$ cat config.mk
export PLATFORM = sky130hd
export DESIGN_NAME = nibble_seq_adder_flat
export DESIGN_NICKNAME = d
export VERILOG_FILES = /design/src/rtl/nibble_seq_adder_pkg.sv /design/src/rtl/nibble_seq_adder_if.sv /design/src/rtl/nibble_seq_adder.sv /design/src/flat_wrapper.sv
export SDC_FILE = /design/constraint.sdc
export NUM_CORES = 1
export LEC_CHECK = 0
export ABC_AREA = 0
export BUFFER_PORTS_ARGS = -buffer_cell sky130_fd_sc_hd__buf_2
export CORE_MARGIN = 5
export CORE_UTILIZATION = 52
export CTS_CLUSTER_SIZE = 8
export DETAILED_ROUTE_END_ITERATION = 6
export PLACE_DENSITY = 0.9
export SLEW_MARGIN = 20
export SYNTH_ARGS = -nofsm -noshare
export SYNTH_HDL_FRONTEND = slang
export SYNTH_SLANG_ARGS = --single-unit
export TNS_END_PERCENT = 50
$ cat constraint.sdc
create_clock -name clk -period 3.61 [get_ports clk]
set_input_delay 0 -clock clk [delete_from_list [all_inputs] [get_ports clk]]
set_output_delay 0 -clock clk [all_outputs]
set_load 0.02 [all_outputs]
$ cat src/rtl/nibble_seq_adder_pkg.sv
// Shared types for the nibble-serial add controller.
// Combinational only; no latency.
// No flow control of its own.
package nibble_add_pkg;

    localparam int NIBBLE_W = 4;

    typedef enum logic [1:0] {
        IDLE,
        RUN,
        DONE
    } state_t;

endpackage

$ cat src/rtl/nibble_seq_adder_if.sv
// Operand, adder-side and result signals of the nibble-serial adder.
// No logic; no latency.
// Valid/ready on the operand and result sides; the adder side is combinational.
interface nibble_seq_adder_if #(
    parameter int NIBBLES = 4
);
    import nibble_add_pkg::*;

    localparam int W = NIBBLE_W * NIBBLES;

    logic                in_valid;
    logic                in_ready;
    logic [W-1:0]        in_a;
    logic [W-1:0]        in_b;
    logic                in_cin;

    logic [NIBBLE_W-1:0] add_a;
    logic [NIBBLE_W-1:0] add_b;
    logic                add_cin;
    logic [NIBBLE_W-1:0] add_sum;
    logic                add_cout;

    logic                out_valid;
    logic                out_ready;
    logic [W-1:0]        out_sum;
    logic                out_cout;
    logic                out_ovf;
    logic                busy;

    // Environment side: supplies operands, the adder return and result acceptance.
    modport master (
        output in_valid, in_a, in_b, in_cin, add_sum, add_cout, out_ready,
        input  in_ready, add_a, add_b, add_cin, out_valid, out_sum, out_cout, out_ovf, busy
    );

    // Controller side.
    modport slave (
        input  in_valid, in_a, in_b, in_cin, add_sum, add_cout, out_ready,
        output in_ready, add_a, add_b, add_cin, out_valid, out_sum, out_cout, out_ovf, busy
    );

endinterface

$ cat src/rtl/nibble_seq_adder.sv
// Drives a 4-bit adder one nibble per cycle (LSB first) to add two W-bit operands.
// Latency: result valid NIBBLES edges after the accept edge.
// Result held while out_ready is low; a new operand can be taken on the retiring edge.
module nibble_seq_adder
    import nibble_add_pkg::*;
#(
    parameter int NIBBLES = 4
) (
    input logic               clk,
    input logic               rst,
    nibble_seq_adder_if.slave bus
);

    localparam int W     = NIBBLE_W * NIBBLES;
    localparam int IDX_W = (NIBBLES > 1) ? $clog2(NIBBLES) : 1;
    localparam logic [IDX_W-1:0] LAST_IDX = IDX_W'(NIBBLES - 1);

    state_t           state, state_nx;
    logic [IDX_W-1:0] idx;
    logic             carry_q;
    logic             cin_q;
    logic [W-1:0]     op_a;
    logic [W-1:0]     op_b;
    logic [W-1:0]     sum_q;
    logic             cout_q;
    logic             ovf_q;
    logic             accept;
    logic             last;

    assign bus.in_ready  = (state == IDLE) || ((state == DONE) && bus.out_ready);
    assign accept        = bus.in_valid && bus.in_ready;
    assign last          = (state == RUN) && (idx == LAST_IDX);
    assign bus.out_valid = (state == DONE);
    assign bus.busy      = (state != IDLE);
    assign bus.out_sum   = sum_q;
    assign bus.out_cout  = cout_q;
    assign bus.out_ovf   = ovf_q;

    always_ff @(posedge clk or posedge rst) begin
        if (rst) begin
            state <= IDLE;
        end else begin
            state <= state_nx;
        end
    end

    always_comb begin
        state_nx    = state;
        bus.add_a   = '0;
        bus.add_b   = '0;
        bus.add_cin = 1'b0;
        unique case (state)
            IDLE: begin
                if (accept) state_nx = RUN;
            end
            RUN: begin
                // Adder inputs come from registers only, so the adder return never loops back.
                bus.add_a   = op_a[idx * NIBBLE_W +: NIBBLE_W];
                bus.add_b   = op_b[idx * NIBBLE_W +: NIBBLE_W];
                bus.add_cin = (idx == '0) ? cin_q : carry_q;
                if (last) state_nx = DONE;
            end
            DONE: begin
                if (bus.out_ready) state_nx = bus.in_valid ? RUN : IDLE;
            end
            default: state_nx = IDLE;
        endcase
    end

    always_ff @(posedge clk or posedge rst) begin
        if (rst) begin
            idx     <= '0;
            carry_q <= 1'b0;
            cin_q   <= 1'b0;
            op_a    <= '0;
            op_b    <= '0;
            sum_q   <= '0;
            cout_q  <= 1'b0;
            ovf_q   <= 1'b0;
        end else begin
            if (accept) begin
                op_a  <= bus.in_a;
                op_b  <= bus.in_b;
                cin_q <= bus.in_cin;
                idx   <= '0;
            end
            if (state == RUN) begin
                sum_q[idx * NIBBLE_W +: NIBBLE_W] <= bus.add_sum;
                carry_q <= bus.add_cout;
                if (last) begin
                    idx    <= '0;
                    cout_q <= bus.add_cout;
                    // Signed overflow: like-signed operands whose top-nibble sum flips sign.
                    ovf_q  <= (op_a[W-1] == op_b[W-1]) && (bus.add_sum[NIBBLE_W-1] != op_a[W-1]);
                end else begin
                    idx <= idx + 1'b1;
                end
            end
        end
    end

endmodule

$ cat src/flat_wrapper.sv
// flat-port wrapper written by rule: the top's interface ports become plain ports
module nibble_seq_adder_flat import nibble_add_pkg::*;
#(
    parameter int NIBBLES = 4
)
  (clk, rst, bus_in_valid, bus_in_a, bus_in_b, bus_in_cin, bus_add_sum, bus_add_cout, bus_out_ready, bus_in_ready, bus_add_a, bus_add_b, bus_add_cin, bus_out_valid, bus_out_sum, bus_out_cout, bus_out_ovf, bus_busy);
  nibble_seq_adder_if #(.NIBBLES(NIBBLES)) bus_i ();
  input logic clk;
  input logic rst;
  input wire logic [$bits(bus_i.in_valid)-1:0] bus_in_valid;
  input wire logic [$bits(bus_i.in_a)-1:0] bus_in_a;
  input wire logic [$bits(bus_i.in_b)-1:0] bus_in_b;
  input wire logic [$bits(bus_i.in_cin)-1:0] bus_in_cin;
  input wire logic [$bits(bus_i.add_sum)-1:0] bus_add_sum;
  input wire logic [$bits(bus_i.add_cout)-1:0] bus_add_cout;
  input wire logic [$bits(bus_i.out_ready)-1:0] bus_out_ready;
  output wire logic [$bits(bus_i.in_ready)-1:0] bus_in_ready;
  output wire logic [$bits(bus_i.add_a)-1:0] bus_add_a;
  output wire logic [$bits(bus_i.add_b)-1:0] bus_add_b;
  output wire logic [$bits(bus_i.add_cin)-1:0] bus_add_cin;
  output wire logic [$bits(bus_i.out_valid)-1:0] bus_out_valid;
  output wire logic [$bits(bus_i.out_sum)-1:0] bus_out_sum;
  output wire logic [$bits(bus_i.out_cout)-1:0] bus_out_cout;
  output wire logic [$bits(bus_i.out_ovf)-1:0] bus_out_ovf;
  output wire logic [$bits(bus_i.busy)-1:0] bus_busy;
  assign bus_i.in_valid = bus_in_valid;
  assign bus_i.in_a = bus_in_a;
  assign bus_i.in_b = bus_in_b;
  assign bus_i.in_cin = bus_in_cin;
  assign bus_i.add_sum = bus_add_sum;
  assign bus_i.add_cout = bus_add_cout;
  assign bus_i.out_ready = bus_out_ready;
  assign bus_in_ready = bus_i.in_ready;
  assign bus_add_a = bus_i.add_a;
  assign bus_add_b = bus_i.add_b;
  assign bus_add_cin = bus_i.add_cin;
  assign bus_out_valid = bus_i.out_valid;
  assign bus_out_sum = bus_i.out_sum;
  assign bus_out_cout = bus_i.out_cout;
  assign bus_out_ovf = bus_i.out_ovf;
  assign bus_busy = bus_i.busy;
  nibble_seq_adder #(.NIBBLES(NIBBLES)) u_core (.clk(clk), .rst(rst), .bus(bus_i));
endmodule
## Word-level counts from Yosys, hierarchy flattened

Index checks and enable logic that the tools add are counted.

| word-level totals | value |
|---|---|
| bits in latches | 0 |
| memories | 0 |
| input port bits | 42 |
| output and inout port bits | 30 |
| RAM bits | 0 |
| memory bits (read-only) | 0 |
| bits in registers | 56 |
| logic and storage cells | 47 |

| operators by class | value |
|---|---|
| eq/ne operators | 8 |
| add/sub/neg operators | 2 |
| shifts and indexed selects | 4 |
| reduce and logical (&&, ||, !) cells | 11 |
| bitwise logic cells | 0 |
| div/mod/pow operators | 0 |
| order comparisons | 0 |
| muxes and demuxes | 13 |
| multipliers | 0 |

Operator list:

| operator | count |
|---|---|
| 4-bit negator with 34-bit output | 1 |
| 4-bit by 34-bit variable shift with 16-bit output (first input constant) | 1 |
| 4-bit by 34-bit variable part select with 16-bit output | 1 |
| 16-bit by 5-bit variable part select with 4-bit output | 2 |
| 16-bit bitwise mux | 1 |
| 2-bit 2-to-1 mux | 6 |
| 4-bit 2-to-1 mux | 2 |
| 2-bit case mux with 3 select lines | 1 |
| 2-bit equality test (second input constant) | 2 |
| 1-bit logical AND | 4 |
| 2-bit logical NOT | 2 |
| 2-bit by 1-bit != test with 1-bit output (second input constant) | 2 |
| 2-bit nonzero test | 2 |
| 1-bit 2-to-1 mux | 3 |
| 3-bit AND reduction | 1 |
| 2-bit by 1-bit adder with 2-bit output (second input constant) | 1 |
| 2-bit by 1-bit equality test with 1-bit output (second input constant) | 1 |
| 2-bit != test (second input constant) | 1 |
| 2-bit AND reduction | 1 |
| 1-bit equality test | 1 |
| 1-bit logical OR | 1 |
| 1-bit != test | 1 |

## Logic depth before layout (Yosys ltp)

Gate-level depths: netlist (run 1).

| logic depth | value |
|---|---|
| depth in word-level cells | 6 |
| depth in mapped cells | 7 |
| depth with buffers taken out | 5 |

## Least setup slack after synthesis (run 1)

No wires, ideal clock.

| path | value |
|---|---|
| kind | reg-to-reg |
| start | register u_core.idx[1] |
| end | register u_core.sum_q[10], in the netlist u_core.bus.out_sum[10] |
| cell stages (with the launch flop) | 7 |
| buffers on the path | 1 |
| clock period less this slack | 1,891 ps |
| required time | 3,543 ps |
| path slack | 1,719 ps |
| library setup time | 67 ps |
| arrival time | 1,825 ps |
| cell sequence | dfrtp_1 -> clkbuf_1 -> inv_1 -> ha_1 -> or2_2 -> nor4_2 -> a22o_1 |

| between the ends | value |
|---|---|
| word-level cells in the longest chain between the ends | 3 |
| elaborated cells between the ends (all ways) | 4 |

RTL lines:

| element | RTL line | RTL |
|---|---|---|
| start, declared | nibble_seq_adder.sv:19 | `logic [IDX_W-1:0] idx;` |
| start signal, assigned | nibble_seq_adder.sv:96 | `idx <= idx + 1'b1;` |
| 4-bit negator with 34-bit output (*) | nibble_seq_adder.sv:88 | `sum_q[idx * NIBBLE_W +: NIBBLE_W] <= bus.add_sum;` |
| 4-bit by 34-bit variable part select with 16-bit output / 4-bit by 34-bit variable shift with 16-bit output (equally long branches) | nibble_seq_adder.sv:88 |  |
| 16-bit bitwise mux (*) | nibble_seq_adder.sv:88 |  |
| end signal, assigned by index | nibble_seq_adder.sv:88 |  |
| end, declared | nibble_seq_adder.sv:24 | `logic [W-1:0] sum_q;` |

Every way passes the cells marked *; elsewhere a longest branch is shown, timed or not.
A chain may end at the register's enable or synchronous reset.

## Worst setup path after layout (run 1)

| path | value |
|---|---|
| start | register u_core.idx[0] |
| end | register u_core.sum_q[11], in the netlist u_core.bus.out_sum[11] |

The elaborated chain is that of the path after synthesis.

==> metrics.cfg, run 1 <==
[grt]
grt_pass1_wl_mm = 9.78
grt_usage_pct = 19.6
grt_max_degree = 57
first_global_vias = 1992
antenna_found_initial = 0
grt_overflow_total = 0

[synth]
ys_seq_elements = 56
synth_top_family_by_area = multiplexers
synth_edf_count = 0
syn_area_per_cell_um2 = 14.4
synth_largest_area_cell = dfrtp_1
synth-simple-area-share_pct = 11.0
synth_area_leaders = dfrtp_1, mux2_4, mux4_2
ys_types = 29
ys_top_cells_by_count = dfrtp_1, mux2_4, nand2_1
synth_top_area_share_pct = 52.1
yosys_most_used_dff = dfrtp_1
muxShareOfSynthArea_pct = 25.5
yosys_warnings = 0
syn_area_um2 = 2690
synth_nets = 234
synth-xor-area-share_pct = 0
synthAdderAreaFrac_pct = 2.33
yosysSeqAreaShare_pct = 52.1
synth_cells = 187
yosysMostFrequentCell = dfrtp_1
async_flop_share_pct = 100
synth_compound_area_share_pct = 5.40

[pwr]
power_w = 0.00311
irDropWorstVdd_mv = 0.478
switching_share_pct = 36.8
seq_power_share_pct = 38.2
p_switching_w = 0.00114
p_per_area_nw_per_um2 = 864
intPower_w = 0.00197
pwr-share-clk_pct = 14.0
p_leak_nw = 1.72
p_comb_share_pct = 47.8

[sta]
worstMarginPinSlew_ns = 0.816
max_slew_margin_pct = 45.6
grt_setup_unrepaired = no
skew_ns = 0.00503
min_period_over_period_pct = 64.7
setup_tns_ns = 0
setup_viol = 0
final_max_slew_viol_count = 0
fmax_mhz = 428
hold_viol = 0
post-route-min-period_ns = 2.34

[floorplan]
die_height_um = 81.9
initial_core_util_pct = 53.0
coreArea_um2 = 5070
die_w_um = 81.9
placementRows = 26
pin_count = 72
die-area_um2 = 6710

[routing]
routed_wl_mm = 5.88
remaining_drc_errors = 0
ant_nets = 0
vias = 1866
viasPerCell = 5.07
first_iter_violations = 92
first_pass_iters = 4
routedWlPerCell_um = 16.0

[cts]
ctsRootBufferMaster = clkbuf_8
h-tree-depth = 2
clk_pin_slew_worst_paths_ns = 0.09
clock_latency_ns = 0.30
post-cts-setup-buffers = 0
cts_buffers = 5
clockBufferDepth = 2
cts_tree = built
clock_sinks = 56
ctsResizeCount = 0
holdBufCountCts = 40

[final_layout]
antenna_cells = 0
design_area_um2 = 3600
fillers = 353
area_growth_pct = 33.7
layout-drive-gt1-share_pct = 45.0
finalNetCount = 344

[setup_path]
critPathCaptureType = flop
r2r_start = u_core.idx[0]
cp_num_cells = 5
crit_path_start_kind = flop
worst-path-buf-inv = 1
crit_family = flip-flops
crit_slowest_cell = dfrtp_1
reg2reg_slack_ns = 1.27
crit_chain = inv_1, ha_1, or2_2, nor4_2, a22o_1
rr_worst_depth = 5
arrival_ns = 2.58
path_class = reg -> reg
cpPeakStageDelay_ns = 0.88
required_ns = 3.86
cp_max_fo = 18
timing.rr.end = u_core.bus.out_sum[11]

[placement]
dp_hpwl_mm = 3.85
postPlaceCellArea_um2 = 3070
io_buffers = 71
gp_congestion = 0.765

[run_status]
status = complete, no violations

[min_path]
hold_class = in -> async

[job]
drv_cap = 0

per-stage QoR:
step / hold slack (ns) / cells / setup slack, ns / util [%]
2_1_floorplan: 0.133 / 187 / 1.72 / -
3_3_place_gp: 0.222 / 320 / 1.35 / 60.5
3_5_place_dp: 0.228 / 320 / 1.27 / 60.5
4_1_cts: 0.445 / 368 / 1.26 / 70.9
5_1_grt: 0.454 / 368 / 1.02 / 70.9
6_report: 0.415 / 368 / 1.27 / 70.9
how the worst max path moves through the flow:
stage,start,to,slack (ns)
6_report,u_core.idx[0],u_core.bus.out_sum[11],1.27
5_1_grt,u_core.idx[0],u_core.bus.out_sum[11],1.02
4_1_cts,u_core.idx[0],u_core.bus.out_sum[11],1.26
3_5_place_dp,u_core.idx[0],u_core.bus.out_sum[11],1.27
3_3_place_gp,u_core.idx[0],u_core.bus.out_sum[9],1.35
2_1_floorplan,u_core.idx[1],u_core.bus.out_sum[10],1.72
flip-flops by register name, indices dropped and copies added (netlist names):
register and flops:
u_core.cin_q 1, u_core.idx 2, u_core.bus.out_sum 16, u_core.state 2
u_core.op_b 16, u_core.bus.out_cout 1, u_core.bus.out_ovf 1, u_core.op_a 16
u_core.carry_q 1
routing by layer:
layer  vias up  track usage [%]  share of wire (%)
met1       911             22.3                 41
li1        889                -                  -
met3         9             5.70                6.7
met2        57             35.4                 51
met4         0             5.65                1.2
met5         -                0                  0
final cells by class:
cell class                 count  area [um^2]  share of cell area [%]
sequential                    56         1400                    39.0
multi-input combinational    117         1200                    33.3
timing repair buffer         113          771                    21.4
clock buffer                   7         96.3                    2.68
tap                           70         87.6                    2.43
clock inverter                 1         30.0                   0.835
inverter                       4         15.0                   0.417
cell usage in the layout, fill, tap and decap left out, types with 3 or more instances in the layout:
master,count
o21ai_0,8
ha_1,5
buf_2,71
mux2_2,8
mux4_2,8
nand2b_1,3
dfrtp_1,56
dlygate4sd3_1,40
nor2_1,3
inv_1,3
clkbuf_8,7
nor2b_1,9
a22o_1,8
mux2_4,27
nand2_1,17
or2_2,3
nand3b_1,5
worst min-delay path, delay by kind of cell:
kind,cells,cell delay (ns)
buffers and inverters,4,1.21
power groups by stage:
stage                     clock network [W]  logic, W  registers [W]
after floorplan                           0   0.00111        0.00118
after global placement                    0   0.00141        0.00118
after detailed placement                  0   0.00145        0.00120
after CTS                          0.000447   0.00150        0.00119
after global routing               0.000474   0.00160        0.00124
final                              0.000436   0.00149        0.00119
kinds of logic (layout without fill, tap and decap cells):
| logic type | after synthesis | after routing |
|---|---|---|
| flip-flops | 56 | 56 |
| AND/OR/NAND/NOR | 47 | 47 |
| multiplexers | 44 | 44 |
| AO/OA/AOI/OAI | 21 | 21 |
| buffers and inverters | 14 | 125 |
| adder cells (fa/ha/maj) | 5 | 5 |
(Power assumes the default switching activity.)
==> run 2: changes to the inputs <==
--- a/config.mk
+++ b/config.mk
@@ -8,10 +8,10 @@
 export ABC_AREA = 0
 export BUFFER_PORTS_ARGS = -buffer_cell sky130_fd_sc_hd__buf_2
 export CORE_MARGIN = 5
-export CORE_UTILIZATION = 52
+export CORE_UTILIZATION = 47
 export CTS_CLUSTER_SIZE = 8
 export DETAILED_ROUTE_END_ITERATION = 6
-export PLACE_DENSITY = 0.9
+export PLACE_DENSITY = 0.86
 export SLEW_MARGIN = 20
 export SYNTH_ARGS = -nofsm -noshare
 export SYNTH_HDL_FRONTEND = slang
==> constraint.sdc (replaced) <==
create_clock -name clk -period 2.1 [get_ports clk]
set_input_delay 0 -clock clk [delete_from_list [all_inputs] [get_ports clk]]
set_output_delay 0 -clock clk [all_outputs]
set_load 0.02 [all_outputs]
==> run 2 against run 1 <==
Sequential power grew 62%. Setup slack lost 0.97 ns. Clock skew grew 0.0018 ns. Non-clock buffer count grew 4. Combinational power grew 82%. Critical path depth shrank 1.
==> metrics.cfg, run 2 (synthesis results as in run 1) <==
[sta]
setup_viol = 0  ; unchanged
min_period_over_period_pct = 85.4
skew_ns = 0.00685  ; +0.00181 ns
fin_ws_ns = 0.306  ; -0.967 ns
grt_setup_unrepaired = no
post-route-min-period_ns = 1.79
fmax_mhz = 557
hold_viol = 0  ; unchanged
setup_tns_ns = 0  ; unchanged
final_max_slew_viol_count = 0  ; unchanged
worstMarginPinSlew_ns = 0.657  ; -0.159 ns
max_slew_margin_pct = 56.2  ; +11 points

[cts]
post-cts-setup-buffers = 0  ; unchanged
clk_pin_slew_worst_paths_ns = 0.10  ; about the same
clock_sinks = 56  ; unchanged
holdBufCountCts = 39  ; -2.5%
cts_tree = built
cts_buffers = 5  ; unchanged
h-tree-depth = 2  ; unchanged
clockBufferDepth = 2  ; unchanged
ctsRootBufferMaster = clkbuf_8
clock_latency_ns = 0.31  ; about the same
ctsResizeCount = 0  ; unchanged

[routing]
viasPerCell = 4.97  ; -1.9%
vias = 1860  ; -0.32%
routed_wl_mm = 5.76  ; -2.1%
first_pass_iters = 4  ; unchanged
remaining_drc_errors = 0  ; unchanged
ant_nets = 0  ; unchanged
routedWlPerCell_um = 15.4  ; -3.6%
first_iter_violations = 77  ; -16%

[setup_path]
rr_worst_depth = 5  ; unchanged
timing.rr.end = u_core.bus.out_sum[8]
critPathCaptureType = primary output
path_class = reg -> out
arrival_ns = 1.79  ; -0.79 ns
cp_max_fo = 17  ; -1
reg2reg_slack_ns = 0.42  ; -0.85 ns
cp-endpoint = bus_add_b[1]
cp-startpoint = u_core.idx[0]
r2r_start = u_core.idx[0]
crit_path_start_kind = flop
required_ns = 2.10  ; -1.76 ns

[floorplan]
die-area_um2 = 7340  ; +9.3%
die_w_um = 85.7  ; +4.6%
pin_count = 72  ; unchanged
coreArea_um2 = 5540  ; +9.2%
die_height_um = 85.7  ; +4.6%
placementRows = 27  ; +3.8%
initial_core_util_pct = 48.6  ; -4.5 points

[placement]
pre_cts_slack_ns = 0.440  ; -0.829 ns
io_buffers = 71  ; unchanged
gp_congestion = 0.774  ; +1.2%
dp_hpwl_mm = 3.96  ; +2.9%

[pwr]
p_leak_nw = 1.73  ; +0.75%
p_per_area_nw_per_um2 = 1470  ; +70%
irDropWorstVdd_mv = 0.887  ; +86%

[min_path]
hold_class = in -> reg

[grt]
first_global_vias = 1991  ; -0.050%
grt_usage_pct = 16.6  ; -2.9 points
grt_overflow_total = 0  ; unchanged
antenna_found_initial = 0  ; unchanged
grt_pass1_wl_mm = 9.69  ; -0.92%
grt_max_degree = 37  ; -35%

[final_layout]
finalNetCount = 348  ; +1.2%
final_common_cell = buf_2
layout.cells.most_common_list = buf_2, dfrtp_1, dlygate4sd3_1
area_growth_pct = 34.7
antenna_cells = 0  ; unchanged
layout-drive-gt1-share_pct = 46.0  ; +1.1 points
fillers = 434  ; +23%

[run_status]
status = complete, no violations

[job]
drv_cap = 0  ; unchanged

[run 2: cell count changes in the layout (fill, tap and decap cells not counted)]
cell | previous run | this run
buf_12 | 0 | 1
buf_4 | 2 | 6
clkbuf_8 | 7 | 5
clkinvlp_4 | 0 | 1
dlygate4sd3_1 | 40 | 39
clkinv_2 | 0 | 1
[run 2: area by class of cell]
type / instances / area (um^2) / share of cell area (%)
inverters: 4 / 15.0 / 0.414
multi-input cells: 117 / 1200 / 33.0
flip-flops and latches: 56 / 1400 / 38.7
clock buffers: 5 / 68.8 / 1.90
clock inverters: 3 / 42.5 / 1.17
repair buffers: 117 / 811 / 22.4
well taps: 72 / 90.1 / 2.49
[run 2: routing by layer]
layer	vias to the layer above	routed length (um)	global-route usage (%)
met2	59	2830	27.3
met3	10	364	3.55
met1	896	2480	21.9
met5	-	0	0
met4	0	92	5.90
li1	895	-	-
[run 2: critical path, stage by stage (launching register included)]
cell	delay, ns
dfrtp_1	0.36
buf_4	0.28
mux4_2	0.52
nor2b_1	0.15
buf_2	0.18
[run 2: how the worst min path moves through the flow]
stage	from	slack (ns)	cells past startpoint	end
after floorplan	bus_add_sum[2]	0.13	1	u_core.bus.out_sum[10]
after global placement	rst	0.14	2	u_core.op_a[4]
after detailed placement	rst	0.13	2	u_core.op_a[15]
after CTS	bus_out_ready	0.009	3	u_core.state[1]
after global routing	bus_out_ready	0.02	3	u_core.state[1]
final	bus_out_ready	0.02	3	u_core.state[1]
[run 2: report_power, final]
part	total [W]	switching, W	internal (W)	leakage, nW
Combinational	0.00271	0.00129	0.00141	0.983
Clock	0.000693	0.000340	0.000353	0.0541
Sequential	0.00193	0.000329	0.00160	0.692
Total	0.00533	0.00196	0.00337	1.73
[run 2: per-stage QoR]
stage	util (%)	cells	hold WS, ns	power (W)	area, um^2
after floorplan	-	187	0.133	0.00394	2690
after global placement	56.4	327	0.140	0.00453	3120
after detailed placement	56.4	327	0.135	0.00463	3120
after CTS	65.4	374	0.00877	0.00538	3620
after global routing	65.4	374	0.0204	0.00568	3620
final	65.4	374	0.0161	0.00533	3620
